[src/rtl/seven_seg_pkg.sv]
// Shared seven-segment definitions: digit count, index type and segment patterns.
// Segment order throughout is {g,f,e,d,c,b,a}, active high.
package seven_seg_pkg;

    localparam int NUM_DIGITS = 3;

    typedef logic [1:0] digit_idx_t;

    localparam logic [6:0] SEG_DASH = 7'b1000000;
    localparam logic [6:0] SEG_OFF  = 7'b0000000;

    localparam logic [6:0] SEG_PATTERN [10] = '{
        7'b0111111, 7'b0000110, 7'b1011011, 7'b1001111, 7'b1100110,
        7'b1101101, 7'b1111101, 7'b0000111, 7'b1111111, 7'b1101111
    };

    function automatic logic [3:0] digit_nibble(input logic [11:0] value, input digit_idx_t idx);
        logic [3:0] nib;
        case (idx)
            2'd0:    nib = value[3:0];
            2'd1:    nib = value[7:4];
            2'd2:    nib = value[11:8];
            default: nib = 4'd0;
        endcase
        return nib;
    endfunction

endpackage

[src/rtl/bcd_to_seg.sv]
// Combinational BCD nibble to seven-segment decode; non-decimal nibbles show a dash.
module bcd_to_seg
    import seven_seg_pkg::*;
(
    input  logic [3:0] i_bcd,
    output logic [6:0] o_seg
);

    // Decimal digits use the pattern table, everything else renders "-"
    always_comb begin
        o_seg = SEG_OFF;
        if (i_bcd <= 4'd9) begin
            o_seg = SEG_PATTERN[i_bcd];
        end else begin
            o_seg = SEG_DASH;
        end
    end

endmodule

[src/rtl/seven_seg_scan_ctrl.sv]
// Three-digit seven-segment scan controller with frame-aligned double-buffered value.
// Optional build macro SEVEN_SEG_LEADING_ZERO_BLANK_EN suppresses leading-zero segments.
module seven_seg_scan_ctrl
    import seven_seg_pkg::*;
#(
    parameter int DIV   = 1000,
    parameter int BLANK = 16
) (
    input  logic        CLK,
    input  logic        RST_N,
    input  logic        LOAD,
    input  logic [11:0] DIN,
    output logic        PEND,
    output logic        ACK,
    output logic [1:0]  SEL,
    output logic        D1,
    output logic        D2,
    output logic        D3,
    output logic [6:0]  SEG,
    output logic        FRAME
);

    localparam int              PW          = (DIV > 1) ? $clog2(DIV) : 1;
    localparam logic [PW-1:0]   PRESC_LAST  = PW'(DIV - 1);
    localparam digit_idx_t      LAST_DIGIT  = digit_idx_t'(NUM_DIGITS - 1);

    logic [PW-1:0] r_presc;
    digit_idx_t    r_sel;
    logic [11:0]   r_disp;
    logic [11:0]   r_buf;
    logic          r_pend;
    logic          r_ack;
    logic          r_frame;
    logic [2:0]    r_den;
    logic [6:0]    r_seg;

    logic          w_wrap;
    logic          w_boundary;
    logic [PW-1:0] w_presc_nxt;
    digit_idx_t    w_sel_nxt;
    logic [11:0]   w_disp_nxt;
    logic          w_en_nxt;
    logic [2:0]    w_den_nxt;
    logic [3:0]    w_nib;
    logic [6:0]    w_dec;
    logic [6:0]    w_seg_nxt;
    logic          w_lz_blank;

    // Enables open only after the anti-ghosting blank interval of the upcoming slot cycle
    generate
        if (BLANK == 0) begin : g_no_blank
            assign w_en_nxt = 1'b1;
        end else begin : g_blank
            assign w_en_nxt = (w_presc_nxt >= PW'(BLANK));
        end
    endgenerate

    // Next scan position and next displayed value; a LOAD on the boundary bypasses the buffer
    always_comb begin
        w_wrap      = (r_presc == PRESC_LAST);
        w_boundary  = w_wrap && (r_sel == LAST_DIGIT);
        w_presc_nxt = r_presc;
        w_sel_nxt   = r_sel;
        w_disp_nxt  = r_disp;
        if (w_wrap) begin
            w_presc_nxt = '0;
            if (r_sel == LAST_DIGIT) begin
                w_sel_nxt = 2'd0;
            end else begin
                w_sel_nxt = r_sel + 2'd1;
            end
        end else begin
            w_presc_nxt = r_presc + PW'(1);
        end
        if (w_boundary && LOAD) begin
            w_disp_nxt = DIN;
        end else if (w_boundary && r_pend) begin
            w_disp_nxt = r_buf;
        end else begin
            w_disp_nxt = r_disp;
        end
    end

    assign w_nib = digit_nibble(w_disp_nxt, w_sel_nxt);

    bcd_to_seg u_dec (
        .i_bcd (w_nib),
        .o_seg (w_dec)
    );

    // Output pattern for the upcoming cycle, including optional leading-zero suppression
    always_comb begin
        w_lz_blank = 1'b0;
`ifdef SEVEN_SEG_LEADING_ZERO_BLANK_EN
        if ((w_sel_nxt == 2'd2) && (w_disp_nxt[11:8] == 4'd0)) begin
            w_lz_blank = 1'b1;
        end else if ((w_sel_nxt == 2'd1) && (w_disp_nxt[11:4] == 8'd0)) begin
            w_lz_blank = 1'b1;
        end else begin
            w_lz_blank = 1'b0;
        end
`else
        w_lz_blank = 1'b0;
`endif
        if (w_lz_blank) begin
            w_seg_nxt = SEG_OFF;
        end else begin
            w_seg_nxt = w_dec;
        end
        if (w_en_nxt) begin
            w_den_nxt = 3'b001 << w_sel_nxt;
        end else begin
            w_den_nxt = 3'b000;
        end
    end

    // Scan state, value buffers and registered display outputs
    always_ff @(posedge CLK or negedge RST_N) begin
        if (!RST_N) begin
            r_presc <= '0;
            r_sel   <= 2'd0;
            r_disp  <= 12'h000;
            r_buf   <= 12'h000;
            r_pend  <= 1'b0;
            r_ack   <= 1'b0;
            r_frame <= 1'b0;
            r_den   <= 3'b000;
            r_seg   <= 7'b0000000;
        end else begin
            r_presc <= w_presc_nxt;
            r_sel   <= w_sel_nxt;
            r_disp  <= w_disp_nxt;
            r_frame <= w_boundary;
            r_ack   <= w_boundary && (LOAD || r_pend);
            r_den   <= w_den_nxt;
            r_seg   <= w_seg_nxt;
            if (LOAD) begin
                r_buf <= DIN;
            end
            if (w_boundary) begin
                r_pend <= 1'b0;
            end else if (LOAD) begin
                r_pend <= 1'b1;
            end
        end
    end

    assign PEND  = r_pend;
    assign ACK   = r_ack;
    assign SEL   = r_sel;
    assign D1    = r_den[0];
    assign D2    = r_den[1];
    assign D3    = r_den[2];
    assign SEG   = r_seg;
    assign FRAME = r_frame;

endmodule

[config.mk]
export PLATFORM = sky130hd
export DESIGN_NAME = seven_seg_scan_ctrl
export DESIGN_NICKNAME = d
export VERILOG_FILES = /design/src/rtl/seven_seg_pkg.sv /design/src/rtl/bcd_to_seg.sv /design/src/rtl/seven_seg_scan_ctrl.sv
export SDC_FILE = /design/constraint.sdc
export NUM_CORES = 1
export LEC_CHECK = 0
export BUFFER_PORTS_ARGS = -buffer_cell sky130_fd_sc_hd__buf_2
export CAP_MARGIN = 30
export CORE_AREA = 2 2 88 69
export CTS_CLUSTER_SIZE = 40
export DETAILED_ROUTE_END_ITERATION = 10
export DIE_AREA = 0 0 90 71
export PLACE_DENSITY = 0.68
export SYNTH_ARGS = -nofsm -noshare
export SYNTH_HDL_FRONTEND = slang
export SYNTH_SLANG_ARGS = --single-unit
export TNS_END_PERCENT = 1
[constraint.sdc]
create_clock -name CLK -period 6 [get_ports CLK]
set_input_delay 0.6 -clock CLK [delete_from_list [all_inputs] [get_ports CLK]]
set_output_delay 0.6 -clock CLK [all_outputs]
set_load 0.02 [all_outputs]
## After elaboration in Yosys (flattened, before gate mapping)

Memories as Yosys holds them, arrays and structs flattened.
Cells that the tools add are included.

- Register bits after elaboration: 49
- Memory bits (read-only): 112
- Input port bits: 15
- Output and inout bits: 15
- Logic and storage cells: 40
- Memories: 1

- $add $sub $neg: 2
- Order comparisons: 3
- Equality and inequality tests: 4
- Shift operators: 1
- Muxes and demuxes: 12
- Bitwise logic cells: 1
- Reduce and logical (&&, ||, !) cells: 7

Memory list:

| name | words | bits a word | read ports | clocked after memory_dff | wr ports | RTL line | text |
|---|---|---|---|---|---|---|---|
| (no name shown) | 16 | 7 | 1 | 0 | 0 | bcd_to_seg.sv:13 | `o_seg = SEG_PATTERN[i_bcd];` |

Operators with widths:

| operator | count |
|---|---|
| 2-to-1 mux 12 bit | 2 |
| 2-to-1 mux 7 bit | 3 |
| one-hot mux 4 bit (3 select lines) | 1 |
| adder 10 x 1 -> 10 bit, second input constant | 1 |
| == test 10 bit, second input constant | 1 |
| greater-or-equal comparator 10 x 5 -> 1 bit, second input constant | 1 |
| 2-to-1 mux 10 bit | 1 |
| greater-or-equal comparator 5 bit, second input constant | 1 |
| NOT 4 -> 5 bit | 1 |
| == test 2 bit, second input constant | 2 |
| <= comparator 4 bit, second input constant | 1 |
| logical AND 1 bit | 4 |
| 2-to-1 mux 2 bit | 2 |
| 2-to-1 mux 3 bit | 1 |
| left shift 1 x 2 -> 3 bit, first input constant | 1 |
| adder 2 x 1 -> 2 bit, second input constant | 1 |
| == test 2 x 1 -> 1 bit, second input constant | 1 |
| logical NOT 2 bit | 1 |
| 2-to-1 mux 1 bit | 2 |
| nonzero test 2 bit | 1 |
| logical OR 1 bit | 1 |

## Depth between registers and ports, before layout

Gate-level depths: netlist of run 1.

- Depth after elaboration: 11
- Gate-level depth with buffers: 11
- Mapped depth without buffers: 11

## Modules after synthesis

A second synthesis of run 1 with hierarchy kept.

- Cell total of the unflattened synthesis: 269
- Area total of the unflattened synthesis: 2,765.2 um^2

Modules (own cells, without submodules):

| module | instances | cells each | area an instance (um^2) |
|---|---|---|---|
| seven_seg_scan_ctrl | 1 | 239 | 2,516.2 |
| bcd_to_seg | 1 | 30 | 249.0 |

## Worst setup path before layout of run 1

No wires, ideal clock.

- Path kind: flip-flop to flip-flop
- Start: register r_presc[0]
- End: register r_seg[4], in the netlist SEG[4]
- Library setup time: 0.138 ns
- Arrival time: 2.434 ns
- Path slack: 3.428 ns
- Cell stages (with the launch flop): 11
- Path buffers: 1
- Period minus slack after synthesis: 2.572 ns
- Path through: dfrtp_1 > ha_1 > and2_2 > nand3_1 > buf_6 > mux2_2 > o211ai_1 > nand3_4 > ha_1 > nor3_2 > o22ai_1

- Longest elaborated chain between the ends: 11

RTL lines:

| element | RTL line | text |
|---|---|---|
| start: declaration | seven_seg_scan_ctrl.sv:27 | `logic [PW-1:0] r_presc;` |
| start signal: assignment | seven_seg_scan_ctrl.sv:130 | `r_presc <= w_presc_nxt;` |
| == test 10 bit * | seven_seg_scan_ctrl.sv:60 | `w_wrap = (r_presc == PRESC_LAST);` |
| logical AND 1 bit | seven_seg_scan_ctrl.sv:61 | `w_boundary = w_wrap && (r_sel == LAST_DIGIT);` |
| logical AND 1 bit | seven_seg_scan_ctrl.sv:77 | `end else if (w_boundary && r_pend) begin` |
| 2-to-1 mux 12 bit | seven_seg_scan_ctrl.sv:77 |  |
| 2-to-1 mux 12 bit | seven_seg_scan_ctrl.sv:75 | `if (w_boundary && LOAD) begin` |
| one-hot mux 4 bit (3 select lines) * | seven_seg_pkg.sv:19 | `case (idx)` |
| NOT 4 -> 5 bit (not written as such) | bcd_to_seg.sv:13 |  |
| memory (16 x 7 bit) | n/a |  |
| 2-to-1 mux 7 bit (not written as such) (2 in a row) | bcd_to_seg.sv:13 |  |
| 2-to-1 mux 7 bit * | bcd_to_seg.sv:12 | `if (i_bcd <= 4'd9) begin` |
| net u_dec.o_seg[4] | bcd_to_seg.sv:6 | `output logic [6:0] o_seg` |
| end signal: assignment | seven_seg_scan_ctrl.sv:136 | `r_seg <= w_seg_nxt;` |
| end: declaration | seven_seg_scan_ctrl.sv:35 | `logic [6:0] r_seg;` |

The timed path passes the listed nets; every way through them passes the cells marked *. The select of a mux whose other input is x is not followed.
A chain may end at the register's enable or synchronous reset.

## Worst setup path in the final report of run 1

- Start: register r_presc[0]
- End: register r_seg[0], in the netlist SEG[0]

The elaborated chain is that of the path after synthesis.

==> impl_metrics.py, run 1 <==
metrics = {
    "timing": {
        "hold_violations": 0,
        "slew_headroom_pct": 43.5,
        "layout_min_cycle_time_ns": 3.20,
        "clock_skew_ns": 0.00641,
        "tightest_slew_ns": 0.848,
        "final-max-slew-violation-count": 0,
        "clock.fmax_ghz": 0.313,
        "setup_viol": 0,
        "rsz0062_at_grt": "no",
        "fin_crit_sh_pct": 53.3,
        "timing.setup.tns_ns": 0,
    },
    "clock_tree": {
        "ctsResizeCount": 0,
        "clk_pin_slew_ns": 0.09,
        "cts_buffers": 5,
        "cts_setup_buffers": 0,
        "h-tree-depth": 2,
        "cts_buffer_depth": 2,
        "cts_tree": "done",
        "cts_hold_buf": 0,
        "root_buffer": "clkbuf_8",
        "cts_sinks": 49,
        "clk_latency_ns": 0.30,
    },
    "synthesis": {
        "syn_nets": 254,
        "netlist_area_um2": 2660,
        "synth_edf_count": 0,
        "syn_inst": 234,
        "ys_top_cells_by_count": "49 x dfrtp_1, 20 x nor2_1, 18 x nand2_1",
        "synth_top_area_share_pct": 46.1,
        "synth_flop_cell": "dfrtp_1",
        "yosys_warnings": 0,
        "synth_seq_area_share_pct": 46.1,
        "synthArstFlopShare_pct": 100,
        "synth-seq-cells": 49,
        "synth_most_common_cell": "dfrtp_1",
        "avgSynthCellArea_um2": 11.4,
        "ys_types": 65,
        "synth.largest_area_cell": "dfrtp_1",
        "ys_top_cells_by_area": "dfrtp_1 46%, mux2_2 5.5%, nor2_1 2.8%",
    },
    "floorplan": {
        "core_um2": 5590,
        "fp-row-count": 24,
        "die_h_um": 71,
        "die_w_um": 90,
        "initial_utilization_pct": 47.6,
        "io_pins": 30,
        "fp.dieArea_um2": 6390,
    },
    "worst_setup_path": {
        "worstSetupPathType": "flop to flop",
        "crit_path_max_fanout": 12,
        "worstRegToRegCells": 9,
        "worst_setup_path_end_kind": "flop",
        "crit_path_start_kind": "flop",
        "worstPathArrival_ns": 3.41,
        "cp_data_required_time_ns": 6.21,
    },
    "detailed_routing": {
        "drc_errors": 0,
        "finalWirelength_um": 5190,
        "ant_nets": 0,
        "vias": 1846,
        "vias_per_cell": 5.41,
        "dr.pass1.iters": 4,
        "dr.first_iter.drc_count": 166,
        "wl_per_cell_um": 15.2,
    },
    "power": {
        "p_int_uw": 447,
        "clock_power_share_pct": 31.5,
        "p_sw_share_pct": 24.2,
        "power_frac_comb_pct": 9.3,
        "p_leak_nw": 1.34,
        "peakVddDrop_mv": 0.104,
        "p_switching_uw": 143,
        "p_per_area_nw_per_um2": 201,
        "p_seq_share_pct": 59.2,
    },
    "layout": {
        "drive_above_1_share_pct": 32.7,
        "stdcell_count": 341,
        "nets": 282,
        "final_core_util_pct": 52.4,
        "n_antenna_cell": 0,
        "syn2layout_area_growth_pct": 10.2,
    },
    "placed_design": {
        "gp_congestion": 0.809,
        "placedCellCount": 333,
        "hpwl_um": 3900,
        "port_buffers": 29,
    },
    "status": {
        "status": "finished, final reports clean",
    },
    "global_route": {
        "use_met3_pct": 3.62,
        "use_met2_pct": 24.0,
        "grtUsageMet1_pct": 28.4,
        "top_usage_layer": "met1",
        "antenna_found_initial": 0,
        "first_global_vias": 1760,
        "grt_first_pass_wirelength_um": 8990,
        "gr-total-overflow": 0,
        "grt_max_degree": 34,
        "grt_usage_pct": 17.5,
    },
    "worst_hold_path": {
        "hp-class": "input port to async pin",
    },
    "run": {
        "drv_cap": 0,
    },
}
cell type report:
class | count | area, µm²
fillers | 526 | 2660
multi-input cells | 171 | 1340
flip-flops and latches | 49 | 1230
repair buffers | 30 | 165
well taps | 78 | 97.6
clock buffers | 6 | 72.6
inverters | 5 | 18.8
clock inverters | 2 | 10.0
worst max-delay path, stage by stage (launching register included):
cell	delay [ns]
dfrtp_1	0.42
ha_1	0.29
and2_2	0.21
nand3_1	0.41
o32ai_2	0.58
a211oi_2	0.09
nor3_2	0.38
ha_1	0.33
nor3_2	0.10
a311oi_2	0.28
power by group through the flow:
stage | combinational [mW] | clock, mW | sequential (mW)
finish | 0.0548 | 0.186 | 0.349
global route | 0.0608 | 0.206 | 0.351
CTS | 0.0556 | 0.196 | 0.349
detailed placement | 0.0554 | 0 | 0.356
global placement | 0.0533 | 0 | 0.356
floorplan | 0.0280 | 0 | 0.360
registers in the layout, indices dropped and copies added (netlist names):
name	flops
r_buf	12
r_disp	12
r_presc	10
SEG	7
r_den	3
SEL	2
ACK	1
FRAME	1
PEND	1
final timing paths:
path	startpoint	slack (ns)	end
max in group asynchronous	RST_N	5.28	r_disp[5]
worst min register to register	r_disp[0]	0.50	r_disp[0]
worst max register to register	r_presc[0]	2.80	SEG[0]
worst min-delay path	RST_N	0.21	r_buf[2]
min in group CLK	r_disp[0]	0.50	r_disp[0]
worst max-delay path	r_presc[0]	2.80	SEG[0]
metrics by stage:
step | setup WS, ns | power [mW] | hold slack (ns) | instance area (µm²)
3_5_place_dp | 2.85 | 0.411 | 0.484 | 2850
6_report | 2.80 | 0.590 | 0.215 | 2930
5_1_grt | 2.56 | 0.617 | 0.251 | 2930
3_3_place_gp | 2.92 | 0.409 | 0.474 | 2830
2_1_floorplan | 3.43 | 0.388 | 0.304 | 2660
4_1_cts | 2.84 | 0.601 | 0.223 | 2930
layer usage:
metal	wire length, µm	vias up
met5	0	-
met4	43	0
met3	268	5
met2	2050	46
met1	2820	878
li1	-	917
cells by family (layout without fill, tap and decap cells):
kind of cell    after synthesis  count (layout)  share of synthesized area [%]
compound gates               58              58                           17.7
xor+xnor                      7               7                           2.31
fa+ha+maj                     5               5                           2.35
buf+inv                      14              43                           3.53
flops                        49              49                           46.1
mux                          15              15                           6.45
simple gates                 86              86                           21.5
placed cells by master (no fill, tap or decap), drive strengths merged, types with 4 or more instances in the layout:
master | synthesis | final
a22o | 5 | 5
nor2 | 22 | 22
o22ai | 9 | 9
clkbuf | 3 | 6
or2 | 5 | 5
buf | 6 | 30
dfrtp | 49 | 49
nor2b | 4 | 4
ha | 5 | 5
and3 | 5 | 5
nor3 | 5 | 5
nand2b | 4 | 4
mux2 | 14 | 14
xor2 | 5 | 5
o32ai | 5 | 5
nand3 | 7 | 7
o21ai | 12 | 12
nand2 | 19 | 19
a32o | 6 | 6
a21oi | 6 | 6
inv | 5 | 5
(Power assumes the default switching activity.)
==> inputs of run 2 (changes only) <==
--- a/config.mk
+++ b/config.mk
@@ -11,7 +11,7 @@
 export CTS_CLUSTER_SIZE = 40
 export DETAILED_ROUTE_END_ITERATION = 10
 export DIE_AREA = 0 0 90 71
-export PLACE_DENSITY = 0.68
+export PLACE_DENSITY = 0.7
 export SYNTH_ARGS = -nofsm -noshare
 export SYNTH_HDL_FRONTEND = slang
 export SYNTH_SLANG_ARGS = --single-unit
==> constraint.sdc (replaced) <==
create_clock -name CLK -period 2.84 [get_ports CLK]
set_input_delay 0.284 -clock CLK [delete_from_list [all_inputs] [get_ports CLK]]
set_output_delay 0.284 -clock CLK [all_outputs]
set_load 0.02 [all_outputs]
==> impl_metrics.py, run 2 (synthesis results as in run 1) <==
metrics = {
    "worst_setup_path": {
        "r2r_start": "r_presc[0]",
        "cp_slowest_cell": "dfrtp_1",
        "crit_chain": "ha_2, and2_2, nand3_1, buf_4, mux2_2, o211ai_1, nand3_4, ha_2, mux2_4, mux2i_1",
        "critPathLaunch": "r_presc[0]",
        "crit_path_max_fanout": 10,
        "crit_top_cell": "ha_2",
        "worstSetupPathType": "flop to flop",
        "crit_path_max_incr_delay_ns": 0.43,
        "crit_path_start_kind": "flop",
        "worstPathArrival_ns": 2.94,
        "worst_setup_path_end_kind": "flop",
        "cp_data_required_time_ns": 3.07,
    },
    "power": {
        "power.total_mw": 1.26,
        "power_frac_comb_pct": 9.6,
        "p_sw_share_pct": 24.8,
        "p_seq_share_pct": 58.6,
        "p_int_uw": 947,
        "peakVddDrop_mv": 0.216,
        "clock_power_share_pct": 31.8,
        "p_switching_uw": 312,
        "p_leak_nw": 1.40,
        "p_per_area_nw_per_um2": 413,
    },
    "global_route": {
        "grt_max_degree": 27,
        "antenna_found_initial": 0,
        "grt_usage_pct": 18.7,
        "first_global_vias": 1851,
        "grt_first_pass_wirelength_um": 9490,
        "gr-total-overflow": 0,
    },
    "floorplan": {
        "fp-row-count": 24,
        "initial_utilization_pct": 47.6,
        "die_w_um": 90,
        "die_h_um": 71,
        "fp.dieArea_um2": 6390,
        "core_um2": 5590,
        "io_pins": 30,
    },
    "detailed_routing": {
        "vias_per_cell": 5.53,
        "vias": 1946,
        "drc_errors": 0,
        "finalWirelength_um": 5450,
        "wl_per_cell_um": 15.5,
        "dr.pass1.iters": 4,
        "dr.first_iter.drc_count": 129,
        "ant_nets": 0,
    },
    "layout": {
        "reg_top3": "r_buf (12), r_disp (12), r_presc (10)",
        "syn2layout_area_growth_pct": 14.5,
        "nets": 293,
        "seq_area_um2": 1230,
        "n_antenna_cell": 0,
        "drive_above_1_share_pct": 37.6,
        "fillers": 493,
        "post-route-cell-area_um2": 3050,
        "stdcell_count": 352,
        "final_cell_mix": "49 x dfrtp_1, 29 x buf_2, 20 x nor2_1, 18 x nand2_1, 13 x mux2_2",
        "multiInputGateArea_um2": 1370,
        "mostFrequentLayoutCell": "dfrtp_1",
    },
    "run": {
        "drv_cap": 0,
    },
    "clock_tree": {
        "h-tree-depth": 2,
        "root_buffer": "clkbuf_8",
        "cts_buffers": 5,
        "cts_sinks": 49,
        "cts_buffer_depth": 2,
        "cts_hold_buf": 0,
        "clk_pin_slew_ns": 0.09,
        "cts_tree": "done",
        "clk_latency_ns": 0.30,
    },
    "placed_design": {
        "port_buffers": 29,
        "gp_congestion": 0.816,
        "dpl_cell_area_um2": 2910,
        "placedCellCount": 342,
        "hpwl_um": 4210,
    },
    "timing": {
        "rsz0062_at_grt": "no",
        "hold_ws_ns": -0.0203,
        "setup_viol": 0,
        "layout_min_cycle_time_ns": 2.71,
        "tightest_slew_ns": 0.610,
        "slew_headroom_pct": 59.2,
        "final-max-slew-violation-count": 0,
        "clock_skew_ns": 0.0107,
        "clock.fmax_ghz": 0.369,
        "hold_violations": 25,
        "fin_crit_sh_pct": 95.4,
    },
    "status": {
        "status": "finished, violations left",
        "violations": "negative hold slack",
    },
    "worst_hold_path": {
        "hp-class": "input port to async pin",
    },
}
==> run 2: cell type report <==
class | instances | share of cell area (%)
flip-flops and latches | 49 | 40.3
inverters | 5 | 0.616
multi-input cells | 171 | 45.1
clock inverters | 2 | 0.329
repair buffers | 41 | 8.13
well taps | 78 | 3.20
clock buffers | 6 | 2.38
==> run 2: final timing paths <==
kind	end	slack, ns	cells after the start
setup / recovery	SEG[3]	0.13	10
hold / removal	r_buf[11]	-0.02	1
setup reg to reg	SEG[3]	0.13	10
hold reg to reg	r_presc[0]	0.51	1
max in group asynchronous	r_buf[0]	2.34	2
min in group CLK	r_buf[10]	0.22	2
==> run 2: layer usage <==
metal / part of all wire, % / track usage, % / vias to the layer above
li1: - / - / 941
met2: 41 / 26.0 / 61
met4: 1.4 / 6.32 / 0
met5: 0 / 0 / -
met3: 4.9 / 3.41 / 7
met1: 52 / 29.5 / 937
==> run 2: repair_timing <==
item	in CTS	in global routing
endpoints found under the setup margin	2	9
gates resized for setup	2	6
buffers inserted	0	2
pin swaps	0	1
==> run 2: power groups by stage <==
stage / Combinational [mW] / Clock (mW) / Sequential (mW)
global placement: 0.113 / 0 / 0.752
global route: 0.133 / 0.449 / 0.742
floorplan: 0.0591 / 0 / 0.762
detailed placement: 0.120 / 0 / 0.752
CTS: 0.122 / 0.409 / 0.738
finish: 0.120 / 0.400 / 0.738
==> run 2: critical path: cells and delay by family (launching register included) <==
family / cells / cell delay [ns]
simple gates: 3 / 0.49
flops: 1 / 0.43
compound gates: 1 / 0.17
mux: 3 / 0.79
fa+ha+maj: 2 / 0.56
buf+inv: 1 / 0.21
==> run 2: per-stage QoR <==
step	setup WS, ns	hold WS (ns)	utilization, %	TNS, ns
after floorplan	0.268	-0.0116	-	0
after global placement	0.0482	0.474	51.8	0
after detailed placement	-0.0291	0.332	52.2	-0.0541
after CTS	0.00211	0.00168	53.8	0
after global routing	0.00769	0.0215	54.5	0
final	0.130	-0.0203	54.5	0
==> inputs of run 3 (changes only) <==
--- a/config.mk
+++ b/config.mk
@@ -5,13 +5,13 @@
 export SDC_FILE = /design/constraint.sdc
 export NUM_CORES = 1
 export LEC_CHECK = 0
-export BUFFER_PORTS_ARGS = -buffer_cell sky130_fd_sc_hd__buf_2
 export CAP_MARGIN = 30
 export CORE_AREA = 2 2 88 69
 export CTS_CLUSTER_SIZE = 40
 export DETAILED_ROUTE_END_ITERATION = 10
 export DIE_AREA = 0 0 90 71
-export PLACE_DENSITY = 0.7
+export DONT_BUFFER_PORTS = 1
+export PLACE_DENSITY = 0.66
 export SYNTH_ARGS = -nofsm -noshare
 export SYNTH_HDL_FRONTEND = slang
 export SYNTH_SLANG_ARGS = --single-unit
==> impl_metrics.py, run 3 (synthesis results as in run 1) <==
metrics = {
    "clock_tree": {
        "root_buffer": "clkbuf_8",
        "cts_tree": "done",
        "cts_buffer_depth": 2,
        "h-tree-depth": 2,
        "cts_sinks": 49,
        "cts_buffers": 5,
        "clk_pin_slew_ns": 0.09,
        "clk_latency_ns": 0.30,
    },
    "floorplan": {
        "initial_utilization_pct": 47.6,
        "fp.dieArea_um2": 6390,
        "die_h_um": 71,
        "die_w_um": 90,
        "io_pins": 30,
        "fp-row-count": 24,
        "core_um2": 5590,
    },
    "timing": {
        "setup_viol": 0,
        "clock.fmax_ghz": 0.382,
        "final-max-slew-violation-count": 0,
        "rsz0062_at_grt": "no",
        "slew_headroom_pct": 59.0,
        "layout_min_cycle_time_ns": 2.61,
        "hold_violations": 0,
        "tightest_slew_ns": 0.612,
        "fin_crit_sh_pct": 92.1,
        "timing.setup.tns_ns": 0,
        "clock_skew_ns": 0.0103,
        "fin_ws_ns": 0.225,
    },
    "detailed_routing": {
        "dr.pass1.iters": 4,
        "finalWirelength_um": 5550,
        "drc_errors": 0,
        "wl_per_cell_um": 16.8,
        "vias": 1868,
        "vias_per_cell": 5.66,
        "dr.first_iter.drc_count": 125,
        "ant_nets": 0,
    },
    "global_route": {
        "first_global_vias": 1759,
        "antenna_found_initial": 0,
        "grt_usage_pct": 17.9,
        "grt_first_pass_wirelength_um": 9100,
        "grt_max_degree": 50,
        "gr-total-overflow": 0,
    },
    "worst_setup_path": {
        "cp_top_family": "simple AND/OR/NAND/NOR gates",
        "worstSetupPathType": "flop to flop",
        "crit_path_start_kind": "flop",
        "crit_chain": "buf_4, nand3b_1, nor4_4, a221o_1, o21ai_1, and3_1, buf_4, and3_1, nor3_1",
        "worst_setup_path_end_kind": "flop",
        "cp_num_cells": 9,
        "path_buf_inv": 2,
        "crit_path_max_incr_delay_ns": 0.46,
        "worstRegToRegCells": 9,
        "crit_path_max_fanout": 12,
        "cp_slowest_cell": "nor4_4",
        "worstPathArrival_ns": 2.83,
        "cp_data_required_time_ns": 3.05,
    },
    "power": {
        "p_switching_uw": 292,
        "p_seq_share_pct": 55.9,
        "p_per_area_nw_per_um2": 446,
        "power.total_mw": 1.34,
        "power_frac_comb_pct": 6.2,
        "p_leak_nw": 1.33,
        "clock_power_share_pct": 37.9,
        "p_int_mw": 1.05,
        "peakVddDrop_mv": 0.351,
        "p_sw_share_pct": 21.7,
    },
    "layout": {
        "drive_above_1_share_pct": 31.7,
        "seq_area_um2": 1230,
        "reg_top3": "r_buf (12), r_disp (12), r_presc (10)",
        "nets": 271,
        "fillers": 519,
        "mostFrequentLayoutCell": "dfrtp_1",
        "multiInputGateArea_um2": 1390,
        "syn2layout_area_growth_pct": 13.4,
        "final_cell_mix": "46 x dfrtp_1, 20 x nor2_1, 18 x nand2_1, 17 x buf_4, 13 x mux2_2",
        "n_antenna_cell": 0,
    },
    "status": {
        "status": "finished, final reports clean",
    },
    "placed_design": {
        "hpwl_um": 4100,
        "dp_slack_ns": 0.0325,
        "port_buffers": 0,
        "gp_congestion": 0.841,
    },
    "worst_hold_path": {
        "hp-class": "input port to flop",
        "hold_path_depth": 1,
    },
    "run": {
        "drv_cap": 0,
    },
}
-- run 3: cell types whose count changed in the layout (fill, tap and decap cells not counted), moves of 2 or more --
cell / delta
buf_2: -29
buf_4: +6
clkinv_2: -2
dfrtp_1: -3
dfrtp_2: +3
ha_2: -2
nor3_2: +2
nor3_4: -2
o32ai_4: +2
-- run 3: routing by layer --
| layer | part of all wire [%] | vias to the layer above | global-route usage [%] |
|---|---|---|---|
| met1 | 52 | 921 | 28.8 |
| li1 | - | 896 | - |
| met2 | 43 | 47 | 24.4 |
| met3 | 4.9 | 4 | 3.62 |
| met5 | 0 | - | 0 |
| met4 | 0.92 | 0 | 4.62 |
-- run 3: through the flow --
step	utilization, %	std cells	hold WS (ns)	area, µm²
after floorplan	-	234	-0.0116	2660
after global placement	49.8	316	-0.00919	2780
after detailed placement	49.8	316	-0.00901	2780
after CTS	52.5	326	0.122	2930
after global routing	54.0	330	0.114	3010
final	54.0	330	0.129	3010
-- run 3: final timing paths --
kind,start,endpoint,slack (ns)
worst max-delay path,SEL[0],SEG[2],0.23
worst min-delay path,DIN[8],r_buf[8],0.13
worst max register to register,SEL[0],SEG[2],0.23
worst min register to register,r_disp[0],r_disp[0],0.51
max in group asynchronous,RST_N,r_presc[0],2.12
min in group asynchronous,RST_N,SEG[3],0.49
-- run 3: cell type report --
class | instances | area share, %
flip-flops and latches | 49 | 40.8
clock inverters | 1 | 0.996
well taps | 78 | 3.24
clock buffers | 7 | 2.86
inverters | 5 | 0.623
multi-input cells | 171 | 46.0
repair buffers | 19 | 5.48
-- run 3: timing repair --
action / CTS / global route
hold buffers: 2 / 0
endpoints found under the setup margin: 0 / 9
buffers inserted: 0 / 4
endpoints found under the hold margin: 49 / 0
resized for setup: 0 / 9
-- run 3: power groups by stage --
stage	sequential (mW)	clock (mW)	combinational (mW)
detailed placement	0.765	0	0.0657
floorplan	0.762	0	0.0591
global route	0.755	0.556	0.0939
CTS	0.751	0.524	0.0858
global placement	0.765	0	0.0636
finish	0.752	0.509	0.0840
